===== src/rtl/servo_pkg.sv =====
// servo_pkg: shared FSM state type and duty-range helpers for the servo
// controllers. All duty values are expressed in clocks of one PWM frame.
package servo_pkg;

  typedef enum logic [1:0] {
    ST_IDLE = 2'd0,
    ST_LOAD = 2'd1,
    ST_SLEW = 2'd2
  } servo_state_e;

  // 1 ms pulse in a 20 ms frame.
  function automatic logic [31:0] min_duty(input logic [31:0] period);
    return period / 32'd20;
  endfunction

  // 2 ms pulse in a 20 ms frame.
  function automatic logic [31:0] max_duty(input logic [31:0] period);
    return period / 32'd10;
  endfunction

  // Neutral position, midway between the two extremes.
  function automatic logic [31:0] center_duty(input logic [31:0] period);
    return (min_duty(period) + max_duty(period)) / 32'd2;
  endfunction

  // Linear map of an 8-bit position onto [min_duty, max_duty], floor division.
  function automatic logic [31:0] pos_to_duty(input logic [7:0]  pos,
                                              input logic [31:0] period);
    logic [31:0] lo;
    logic [31:0] span;
    lo   = min_duty(period);
    span = max_duty(period) - lo;
    return lo + (32'(pos) * span) / 32'd255;
  endfunction

endpackage


===== src/rtl/servo_frame_timer.sv =====
// servo_frame_timer: free-running 0..PERIOD-1 counter, kept in step with the
// PWM counter; frame_tick marks the last clock of every frame.
module servo_frame_timer #(
  parameter int unsigned PERIOD = 500_000
) (
  input  logic clk,
  input  logic rst_n,
  output logic frame_tick
);

  localparam logic [31:0] LAST = 32'(PERIOD - 1);

  logic [31:0] cnt_q;
  logic [31:0] cnt_d;

  // Next count: wrap after the last clock of the frame.
  always_comb begin
    cnt_d = (cnt_q == LAST) ? '0 : cnt_q + 32'd1;
  end

  // Frame counter register.
  // NOTE: state uses non-blocking assignment so every flop samples pre-edge values whatever the block order.
  always_ff @(posedge clk or negedge rst_n) begin
    if (!rst_n) begin
      cnt_q <= '0;
    end else begin
      cnt_q <= cnt_d;
    end
  end

  assign frame_tick = (cnt_q == LAST);

endmodule


===== src/rtl/servo_slew_ctrl.sv =====
// servo_slew_ctrl: accepts 8-bit position commands, maps them to a 1..2 ms
// duty and slews duty_cycle toward that target by at most STEP per frame,
// updating only on frame boundaries.
// Optional feature macro: SERVO_WATCHDOG_EN (returns to centre when no
// command arrives for WDT_FRAMES frames).
module servo_slew_ctrl
  import servo_pkg::*;
#(
  parameter int unsigned CLK_FREQ   = 25_000_000,
  parameter int unsigned PERIOD     = 500_000,
  parameter int unsigned STEP       = 250,
  parameter int unsigned WDT_FRAMES = (5 * CLK_FREQ) / PERIOD
) (
  input  logic        clk,
  input  logic        rst_n,
  input  logic        cmd_valid,
  input  logic [7:0]  cmd_pos,
  output logic        cmd_ready,
  output logic [31:0] duty_cycle,
  output logic [31:0] pwm_period,
  output logic        busy,
  output logic        done,
  output logic        wdt_fired
);

  localparam logic [31:0] PERIOD_W = 32'(PERIOD);
  localparam logic [31:0] STEP_W   = 32'(STEP);
  localparam logic [31:0] CENTER   = center_duty(PERIOD_W);

  servo_state_e state_q, state_d;
  logic [7:0]   pos_q, pos_d;
  logic [31:0]  target_q, target_d;
  logic [31:0]  duty_q, duty_d;
  logic         done_q, done_d;
  logic         cmd_ready_q, busy_q;
  logic [31:0]  stepped;
  logic [31:0]  load_duty;
  logic         handshake;
  logic         frame_tick;

  servo_frame_timer #(.PERIOD(PERIOD)) u_frame_timer (
    .clk        (clk),
    .rst_n      (rst_n),
    .frame_tick (frame_tick)
  );

  assign handshake = cmd_valid && cmd_ready_q;
  assign load_duty = pos_to_duty(pos_q, PERIOD_W);

  // One bounded step toward the target; lands exactly on it when close enough.
  always_comb begin
    if (target_q >= duty_q) begin
      stepped = (target_q - duty_q <= STEP_W) ? target_q : duty_q + STEP_W;
    end else begin
      stepped = (duty_q - target_q <= STEP_W) ? target_q : duty_q - STEP_W;
    end
  end

`ifdef SERVO_WATCHDOG_EN
  localparam logic [31:0] WDT_LAST = 32'(WDT_FRAMES - 1);
  logic [31:0] wdt_cnt_q, wdt_cnt_d;
  logic        wdt_fired_q, wdt_fired_d;
`endif

  // FSM next state: IDLE waits, LOAD maps the command, SLEW steps per frame.
  always_comb begin
    // NOTE: every variable gets a default first so no path leaves it unassigned and no latch is inferred.
    state_d  = state_q;
    pos_d    = pos_q;
    target_d = target_q;
    duty_d   = duty_q;
    done_d   = 1'b0;
    unique case (state_q)
      ST_IDLE: begin
        if (handshake) begin
          pos_d   = cmd_pos;
          state_d = ST_LOAD;
        end
      end
      ST_LOAD: begin
        target_d = load_duty;
        if (load_duty == duty_q) begin
          done_d  = 1'b1;
          state_d = ST_IDLE;
        end else begin
          state_d = ST_SLEW;
        end
      end
      ST_SLEW: begin
        // The frame step uses the old target even if a command lands now.
        if (frame_tick) begin
          duty_d = stepped;
          if (stepped == target_q) begin
            done_d  = 1'b1;
            state_d = ST_IDLE;
          end
        end
        if (handshake) begin
          pos_d   = cmd_pos;
          state_d = ST_LOAD;
        end
      end
      default: state_d = ST_IDLE;
    endcase
`ifdef SERVO_WATCHDOG_EN
    // A command in the expiry cycle clears the count, so the command wins.
    wdt_cnt_d   = wdt_cnt_q;
    wdt_fired_d = 1'b0;
    if (handshake) begin
      wdt_cnt_d = '0;
    end else if (frame_tick) begin
      if (wdt_cnt_q == WDT_LAST) begin
        wdt_cnt_d   = '0;
        wdt_fired_d = 1'b1;
        target_d    = CENTER;
        state_d     = ST_SLEW;
      end else begin
        wdt_cnt_d = wdt_cnt_q + 32'd1;
      end
    end
`endif
  end

  // Control and datapath registers; reset snaps duty back to centre.
  always_ff @(posedge clk or negedge rst_n) begin
    if (!rst_n) begin
      state_q     <= ST_IDLE;
      pos_q       <= '0;
      target_q    <= CENTER;
      duty_q      <= CENTER;
      done_q      <= 1'b0;
      cmd_ready_q <= 1'b1;
      busy_q      <= 1'b0;
    end else begin
      state_q     <= state_d;
      pos_q       <= pos_d;
      target_q    <= target_d;
      duty_q      <= duty_d;
      done_q      <= done_d;
      cmd_ready_q <= (state_d != ST_LOAD);
      busy_q      <= (state_d != ST_IDLE);
    end
  end

`ifdef SERVO_WATCHDOG_EN
  // Watchdog frame counter and its one-cycle expiry pulse.
  always_ff @(posedge clk or negedge rst_n) begin
    if (!rst_n) begin
      wdt_cnt_q   <= '0;
      wdt_fired_q <= 1'b0;
    end else begin
      wdt_cnt_q   <= wdt_cnt_d;
      wdt_fired_q <= wdt_fired_d;
    end
  end

  assign wdt_fired = wdt_fired_q;
`else
  assign wdt_fired = 1'b0;
`endif

  assign cmd_ready  = cmd_ready_q;
  assign busy       = busy_q;
  assign done       = done_q;
  assign duty_cycle = duty_q;
  assign pwm_period = PERIOD_W;

endmodule


===== config.mk =====
export PLATFORM = sky130hd
export DESIGN_NAME = servo_slew_ctrl
export DESIGN_NICKNAME = d
export VERILOG_FILES = /design/src/rtl/servo_pkg.sv /design/src/rtl/servo_frame_timer.sv /design/src/rtl/servo_slew_ctrl.sv
export SDC_FILE = /design/constraint.sdc
export NUM_CORES = 1
export LEC_CHECK = 0
export CAP_MARGIN = 5
export CORE_AREA = 2 2 213 215
export DETAILED_ROUTE_END_ITERATION = 8
export DIE_AREA = 0 0 215 217
export SETUP_SLACK_MARGIN = 0.3
export SYNTH_ARGS = -nofsm -noshare
export SYNTH_HDL_FRONTEND = slang
export SYNTH_SLANG_ARGS = --single-unit

===== constraint.sdc =====
create_clock -name clk -period 18.3 [get_ports clk]
set_input_delay 1.83 -clock clk [delete_from_list [all_inputs] [get_ports clk]]
set_output_delay 1.83 -clock clk [all_outputs]
set_load 0.05 [all_outputs]

**Word level (Yosys, flattened, before mapping)**

Cells that the tools add are included.

- Flip-flop bits (word level): 109
- Input port bits: 11
- Output and inout bits: 68
- Word-level logic and storage cells: 45

- $add $sub $neg: 6
- Multipliers: 1
- Divide/modulo/power cells: 1
- $lt $le $gt $ge: 3
- Eq/ne operators: 6
- Muxes and demuxes: 14
- Reduce and logical (&&, ||, !) cells: 6

Operators by type and width:

| kind | number |
|---|---|
| 32-bit two-way mux | 4 |
| 32-bit equality test | 2 |
| 32-bit by 8-bit <= comparator with 1-bit output, second input constant | 2 |
| 32-bit subtractor | 2 |
| 15-bit by 32-bit adder with 32-bit output, first input constant | 1 |
| 32-bit by 1-bit adder with 32-bit output, second input constant | 1 |
| 32-bit by 8-bit adder with 32-bit output, second input constant | 1 |
| 23-bit by 8-bit divider with 32-bit output, second input constant | 1 |
| 32-bit by 19-bit equality test with 1-bit output, second input constant | 1 |
| 32-bit greater-or-equal comparator | 1 |
| 32-bit by 8-bit subtractor with 32-bit output, second input constant | 1 |
| 8-bit by 12-bit multiplier with 20-bit output, second input constant | 1 |
| 2-bit two-way mux | 5 |
| 2-bit case mux with 3 select lines | 1 |
| 2-bit AND reduction | 2 |
| 1-bit two-way mux | 3 |
| 2-bit by 1-bit equality test with 1-bit output, second input constant | 1 |
| 2-bit equality test, second input constant | 1 |
| 2-bit logical NOT | 1 |
| 2-bit by 1-bit inequality test with 1-bit output, second input constant | 1 |
| 1-bit case mux with 2 select lines | 1 |
| 2-bit nonzero test | 1 |
| 2-bit OR reduction | 1 |
| 1-bit logical AND | 1 |

**Depth between registers and ports, before layout**

Gate-level depths: netlist of the first run.

- Depth in word-level cells: 10
- Depth in mapped cells: 59
- Gate-level depth less buffers: 51

**Hierarchy**

A second synthesis of the first run with hierarchy kept.

- Cells, all modules: 1814
- Area total of the unflattened synthesis: 13919.6 µm²

Modules (own cells, without submodules):

| module | times used | cells an instance | area an instance (µm²) | seq. area each (µm²) |
|---|---|---|---|---|
| servo_slew_ctrl | 1 | 1665 | 12308.1 | 1572.8 |
| servo_frame_timer | 1 | 149 | 1611.5 | 800.8 |

**Worst setup path before layout of the first run**

Ideal clock, no wire load.

- Path kind: reg2reg
- Start: register pos_q[3]
- End: register busy_q (netlist: busy)
- Library setup time: 163 ps
- Data arrival time: 13645 ps
- Data required time: 18137 ps
- Path slack: 4492 ps
- Cell stages (with the launch flop): 50
- Buffers on the path: 2
- Clock period less this slack: 13808 ps
- Path through: dfrtp_1 -> ha_1 -> fa_1 -> fa_1 -> ha_1 -> ha_1 -> a21o_1 -> a221oi_4 -> nor3_1 -> or4_1 -> and3_1 -> buf_4 -> and3_1 -> o31a_1 -> or4_4 -> o311ai_4 -> nand2_1 -> or3_4 -> [... 14 more ...] -> nand2_1 -> a211o_1 -> or3_1 -> or4b_4 -> a221oi_4 -> a21o_1 -> ha_1 -> xor2_1 -> nor4b_1 -> o311ai_0 -> a221oi_1 -> nand4_1 -> nor4_1 -> o2111ai_1 -> nor2_1 -> o2111ai_1 -> o31ai_2 -> a31oi_1

- Longest elaborated chain between the ends: 7

Ends and longest elaborated chain:

| what | line | text |
|---|---|---|
| from (decl) | servo_slew_ctrl.sv:31 | `logic [7:0] pos_q, pos_d;` |
| from (signal assigned) | servo_slew_ctrl.sv:136 | `pos_q <= pos_d;` |
| 8-bit by 12-bit multiplier with 20-bit output | servo_pkg.sv:33 | `return lo + (32'(pos) * span) / 32'd255;` |
| 23-bit by 8-bit divider with 32-bit output | servo_pkg.sv:33 |  |
| 15-bit by 32-bit adder with 32-bit output | servo_pkg.sv:33 |  |
| via load_duty[4] | servo_slew_ctrl.sv:37 | `logic [31:0] load_duty;` |
| 32-bit equality test | servo_slew_ctrl.sv:82 | `if (load_duty == duty_q) begin` |
| 2-bit two-way mux | servo_slew_ctrl.sv:82 |  |
| 2-bit case mux with 3 select lines | servo_slew_ctrl.sv:73 | `unique case (state_q)` |
| 2-bit nonzero test | servo_slew_ctrl.sv:141 | `busy_q <= (state_d != ST_IDLE);` |
| to (signal assigned) | servo_slew_ctrl.sv:141 |  |
| to (decl) | servo_slew_ctrl.sv:35 | `logic cmd_ready_q, busy_q;` |

The timed path passes the listed nets, and every way through them passes these cells.
A chain may end at the register's enable or synchronous reset.

**Worst setup path after layout of the first run**

- Start: register pos_q[2]
- End: register busy_q (netlist: busy)

Same word-level chain as after synthesis.

==> results.toml, run 1 <==
[drt]
post_drt_wl_per_cell_um = 17.5
first_pass_iters = 5
drc = 0
vias_per_cell = 5.67
drt_iter0_drc = 1153
finalWirelength_um = 41400
antenna_left = 0
vias = 13400

[synthesis]
synth-edff-count = 0
yosysMostFrequentCell = "nand2_1"
seq_area_frac_synth_pct = 17.4
ys.flop_type = "dfrtp_1"
yosys.area.top_type = "dfrtp_1"
synth_top_area_share_pct = 14.1
ys_warn_count = 0
syn-cell-area_sq_mm = 0.0137
ys_async_sr_fraction_pct = 100
ys_ff_latch = 94
synthDistinctLibCells = 114
synthTopCellsByArea = "dfrtp_1 14%, ha_1 9.0%, xnor2_1 7.0%"
netlist_instances = 1779
avgSynthCellArea_sq_um = 7.68
synthTopCellsByCount = "171 x nand2_1, 132 x nor2_1, 122 x o21ai_0"

[global_routing]
grt_pass1_wl_um = 66600
antenna_found_initial = 0
grtUsageMet1_pct = 22.5
grt_max_degree = 61
overflow = 0
grt_pass1_vias = 12600
track_usage_pct = 17.3
met3_usage_pct = 2.21
top_usage_layer = "met2"
use_met2_pct = 30.0

[sta]
fmax_mhz = 61.3
slew_viol_final = 0
finalSetupTns_ps = 0
finClkSkew_ps = 17.3
worst_pin_slew_ps = 1080
post-route-period-util_pct = 89.1
hold_viol_final = 0
period_minus_slack_ps = 16310
setup_viol_count_final = 0
slew_headroom_pct = 27.6
rsz0062_at_grt = "no"

[run]
max_cap_viol_count = 0

[critical_path]
max_stage_delay_ps = 770
end_kind = "register"
arrival_ps = 16540
cp.required_ps = 18540
cpMaxStageDelayCell = "o31ai_1"
start_kind = "register"
cp_common_cell = "ha_1"
critPathKind = "reg2reg"
crit_fanout = 11

[clocking]
cts.path.max_buffers = 2
clkSlewWorstSetupHoldPaths_ps = 80
clock_sinks = 94
post_cts_buffers = 0
cts_tree = "done"
insertion_delay_ps = 370
htreeDepth = 3
cts_hold_buffers = 0
numCtsBuffers = 9
ctsResizeCount = 0
clockRootBuffer = "clkbuf_16"

[final_layout]
drive_gt1_share_pct = 6.44
syn_to_final_growth_pct = 8.27
antenna_cells = 0
nets = 1887
fillers = 4806

[hold_path]
min_path_type = "reg2reg"

[place]
hpwl_um = 33000
gp_routability_congestion = 0.947
portBuffers = 45

[die]
die_y_um = 217
die_w_um = 215
initial_core_util_pct = 30.6
core_sq_mm = 0.0447
dieArea_sq_mm = 0.0467
placementRows = 78
pin_count = 79

[status]
status = "finished clean"
==> cells by family (layout without fill, tap and decap cells) <==
group / count (synthesis) / count (layout) / synth area share [%]
and+or+nand+nor: 669 / 669 / 25.4
muxes: 33 / 33 / 2.59
DFF: 94 / 94 / 17.4
xor gates and xnor gates: 156 / 156 / 10.1
buffers and inverters: 180 / 139 / 5.95
adders and majority gates: 113 / 113 / 11.1
AOI/OAI and AO/OA: 532 / 532 / 27.4
other: 2 / 33 / 0.0550
==> through the flow <==
step	hold slack, ps	cell area, sq um	setup WS (ps)	cells	util, %
floorplan	443	13800	4490	1810	-
CTS	489	14800	2150	2369	33.1
detailed placement	479	14500	2190	2353	32.4
global placement	458	14500	2520	2353	32.4
finish	478	14800	1990	2369	33.1
global route	500	14800	796	2369	33.1
==> layout make-up <==
type / count / area, sq um / area share (%)
inverters: 70 / 263 / 1.78
multi-input cells: 1536 / 10600 / 71.6
clock inverters: 7 / 80.1 / 0.541
repair buffers: 53 / 508 / 3.43
flip-flops and latches: 94 / 2370 / 16.0
clock buffers: 9 / 225 / 1.52
well taps: 600 / 751 / 5.07
==> cells in the final DEF, fill, tap and decap left out, drive strengths merged, types with 44 or more instances in the layout <==
master	instances
a21o	46
a21oi	106
clkdlybuf4s50	44
dfrtp	77
ha	98
inv	70
nand2	171
nand3	68
nor2	133
nor3	68
o21ai	132
xnor2	111
xor2	45
==> critical path, delay by kind of cell (launching register included) <==
family,cells,cell delay (ps)
mux,1,520
xor+xnor,1,160
simple gates,17,5460
buf+inv,2,100
fa+ha+maj,6,2270
flops,1,450
compound gates,22,7200
==> sequential cells by signal, summed over array words and instances, names as in the netlist <==
name / count
busy: 1
cmd_ready: 1
done: 1
duty_cycle: 32
pos_q: 8
state_q: 2
target_q: 17
u_frame_timer.cnt_q: 32
==> metal layers <==
| layer | vias up | routed length (um) | part of all wire [%] |
|---|---|---|---|
| li1 | 6522 | - | - |
| met1 | 6438 | 18500 | 45 |
| met2 | 407 | 20000 | 48 |
| met3 | 56 | 2040 | 4.9 |
| met4 | 0 | 832 | 2.0 |
| met5 | - | 0 | 0 |
==> worst paths after layout <==
check | cells after the start | to | slack [ps] | start
worst max-delay path | 49 | busy | 1990 | pos_q[2]
worst min-delay path | 1 | u_frame_timer.cnt_q[31] | 480 | u_frame_timer.cnt_q[31]
worst max register to register | 49 | busy | 1990 | pos_q[2]
worst min register to register | 1 | u_frame_timer.cnt_q[31] | 480 | u_frame_timer.cnt_q[31]
max in group asynchronous | 2 | pos_q[2] | 15670 | rst_n
min in group asynchronous | 1 | duty_cycle[24] | 1410 | rst_n
Power of run 1 is left out: the tool's default activity adds up to more than one toggle a clock period on the data nets, which glitch-free logic cannot reach.
==> run 2, diff against run 1 <==
--- a/config.mk
+++ b/config.mk
@@ -9,6 +9,7 @@
 export CORE_AREA = 2 2 213 215
 export DETAILED_ROUTE_END_ITERATION = 8
 export DIE_AREA = 0 0 215 217
+export REMOVE_ABC_BUFFERS = 1
 export SETUP_SLACK_MARGIN = 0.3
 export SYNTH_ARGS = -nofsm -noshare
 export SYNTH_HDL_FRONTEND = slang
==> run 2 against run 1 <==
Net effect: final cell count about the same; wire length rose by 0.44%; critical path depth stayed put; critical endpoint unchanged; largest cell class unchanged; design area down 0.18%; critical path type unchanged; sequential cell count did not move; highest routed layer unchanged.
==> results.toml, run 2 (synthesis results as in run 1) <==
[clocking]
cts.path.max_buffers = 2
clock_sinks = 94
clkSlewWorstSetupHoldPaths_ps = 80
cts_hold_buffers = 0
clockRootBuffer = "clkbuf_16"
htreeDepth = 3
numCtsBuffers = 9
ctsResizeCount = 0
cts_tree = "done"
insertion_delay_ps = 380
post_cts_buffers = 0

[status]
status = "finished clean"

[final_layout]
regArea_sq_mm = 0.00237
final_cell_mix = "171 x nand2_1, 132 x nor2_1, 122 x o21ai_0"
layout_commonest_cell = "nand2_1"
multi_input_area_sq_mm = 0.0106
antenna_cells = 0
nets = 1886
fillers = 4863
syn_to_final_growth_pct = 8.08
drive_gt1_share_pct = 6.39

[drt]
antenna_left = 0
drc = 0
drt_iter0_drc = 1145
post_drt_wl_per_cell_um = 17.6
first_pass_iters = 5
vias = 13400
finalWirelength_um = 41600
vias_per_cell = 5.68

[global_routing]
track_usage_pct = 17.5
grt_pass1_vias = 12600
grt_pass1_wl_um = 67500
grt_max_degree = 66
overflow = 0
antenna_found_initial = 0

[place]
hpwl_um = 32900
gp_routability_congestion = 0.922
dp_slack_ps = 2040
portBuffers = 45

[die]
dieArea_sq_mm = 0.0467
die_w_um = 215
initial_core_util_pct = 30.6
pin_count = 79
core_sq_mm = 0.0447
die_y_um = 217
placementRows = 78

[hold_path]
min_path_type = "reg2reg"
worstHoldStart = "u_frame_timer.cnt_q[31]"
hold_depth = 1
whs_endpoint = "u_frame_timer.cnt_q[31]"

[sta]
layout_setup_ws_ps = 1720
finClkSkew_ps = 13.9
hold_viol_final = 0
finalSetupTns_ps = 0
slew_headroom_pct = 28.0
rsz0062_at_grt = "no"
fmax_mhz = 60.3
period_minus_slack_ps = 16580
worst_pin_slew_ps = 1070
post-route-period-util_pct = 90.6
setup_viol_count_final = 0
slew_viol_final = 0
fin_hold_ws_ps = 474

[critical_path]
crit_fanout = 8
end_kind = "register"
cpMaxStageDelayCell = "o31ai_1"
arrival_ps = 16820
rr_startpoint = "pos_q[4]"
critPathKind = "reg2reg"
rrSetupSlack_ps = 1720
start_kind = "register"
cp.required_ps = 18540
max_stage_delay_ps = 980
r2r-end = "busy"
rr_worst_depth = 49

[run]
max_cap_viol_count = 0
## run 2: cell types whose count changed in the layout (fill, tap and decap cells not counted), sizes merged
cell,delta
buf,-1
clkinv,-3
inv,+3
## run 2: worst max-delay path: cells and delay by family, from the launching register on
kind	cells	cell delay [ps]
fa+ha+maj	6	2270
xor+xnor	2	610
mux	2	1000
buf+inv	2	100
compound gates	24	7930
simple gates	13	4040
flops	1	450
## run 2: worst max-delay path by stage
stage / start / slack, ps / cells past startpoint / end
final: pos_q[4] / 1720 / 49 / busy
after floorplan: pos_q[3] / 4530 / 47 / busy
after global routing: pos_q[2] / 540 / 49 / busy
after CTS: pos_q[4] / 1980 / 49 / busy
after global placement: pos_q[2] / 2220 / 49 / busy
after detailed placement: pos_q[4] / 2040 / 49 / busy
## run 2: through the flow
| step | util, % | std cells | instance area [sq um] |
|---|---|---|---|
| after detailed placement | 32.4 | 2352 | 14500 |
| after global placement | 32.4 | 2352 | 14500 |
| after floorplan | - | 1700 | 13200 |
| final | 33.0 | 2368 | 14800 |
| after global routing | 33.0 | 2368 | 14800 |
| after CTS | 33.0 | 2368 | 14800 |
## run 2: layout make-up
type / count / area share (%)
Clock buffer: 9 / 1.52
Clock inverter: 7 / 0.415
Inverter: 70 / 1.78
Multi-Input combinational cell: 1536 / 71.7
Sequential cell: 94 / 16.1
Tap cell: 600 / 5.08
Timing Repair Buffer: 52 / 3.39
## run 2: per-layer routing
metal / share of wire (%) / track usage [%] / up-vias / routed length (um)
met3: 4.7 / 1.80 / 43 / 1940
met5: 0 / 0 / - / 0
met4: 1.6 / 4.00 / 0 / 654
met1: 46 / 23.7 / 6498 / 19300
li1: - / - / 6520 / -
met2: 47 / 30.1 / 388 / 19700
Power of run 2 is left out for the same reason.
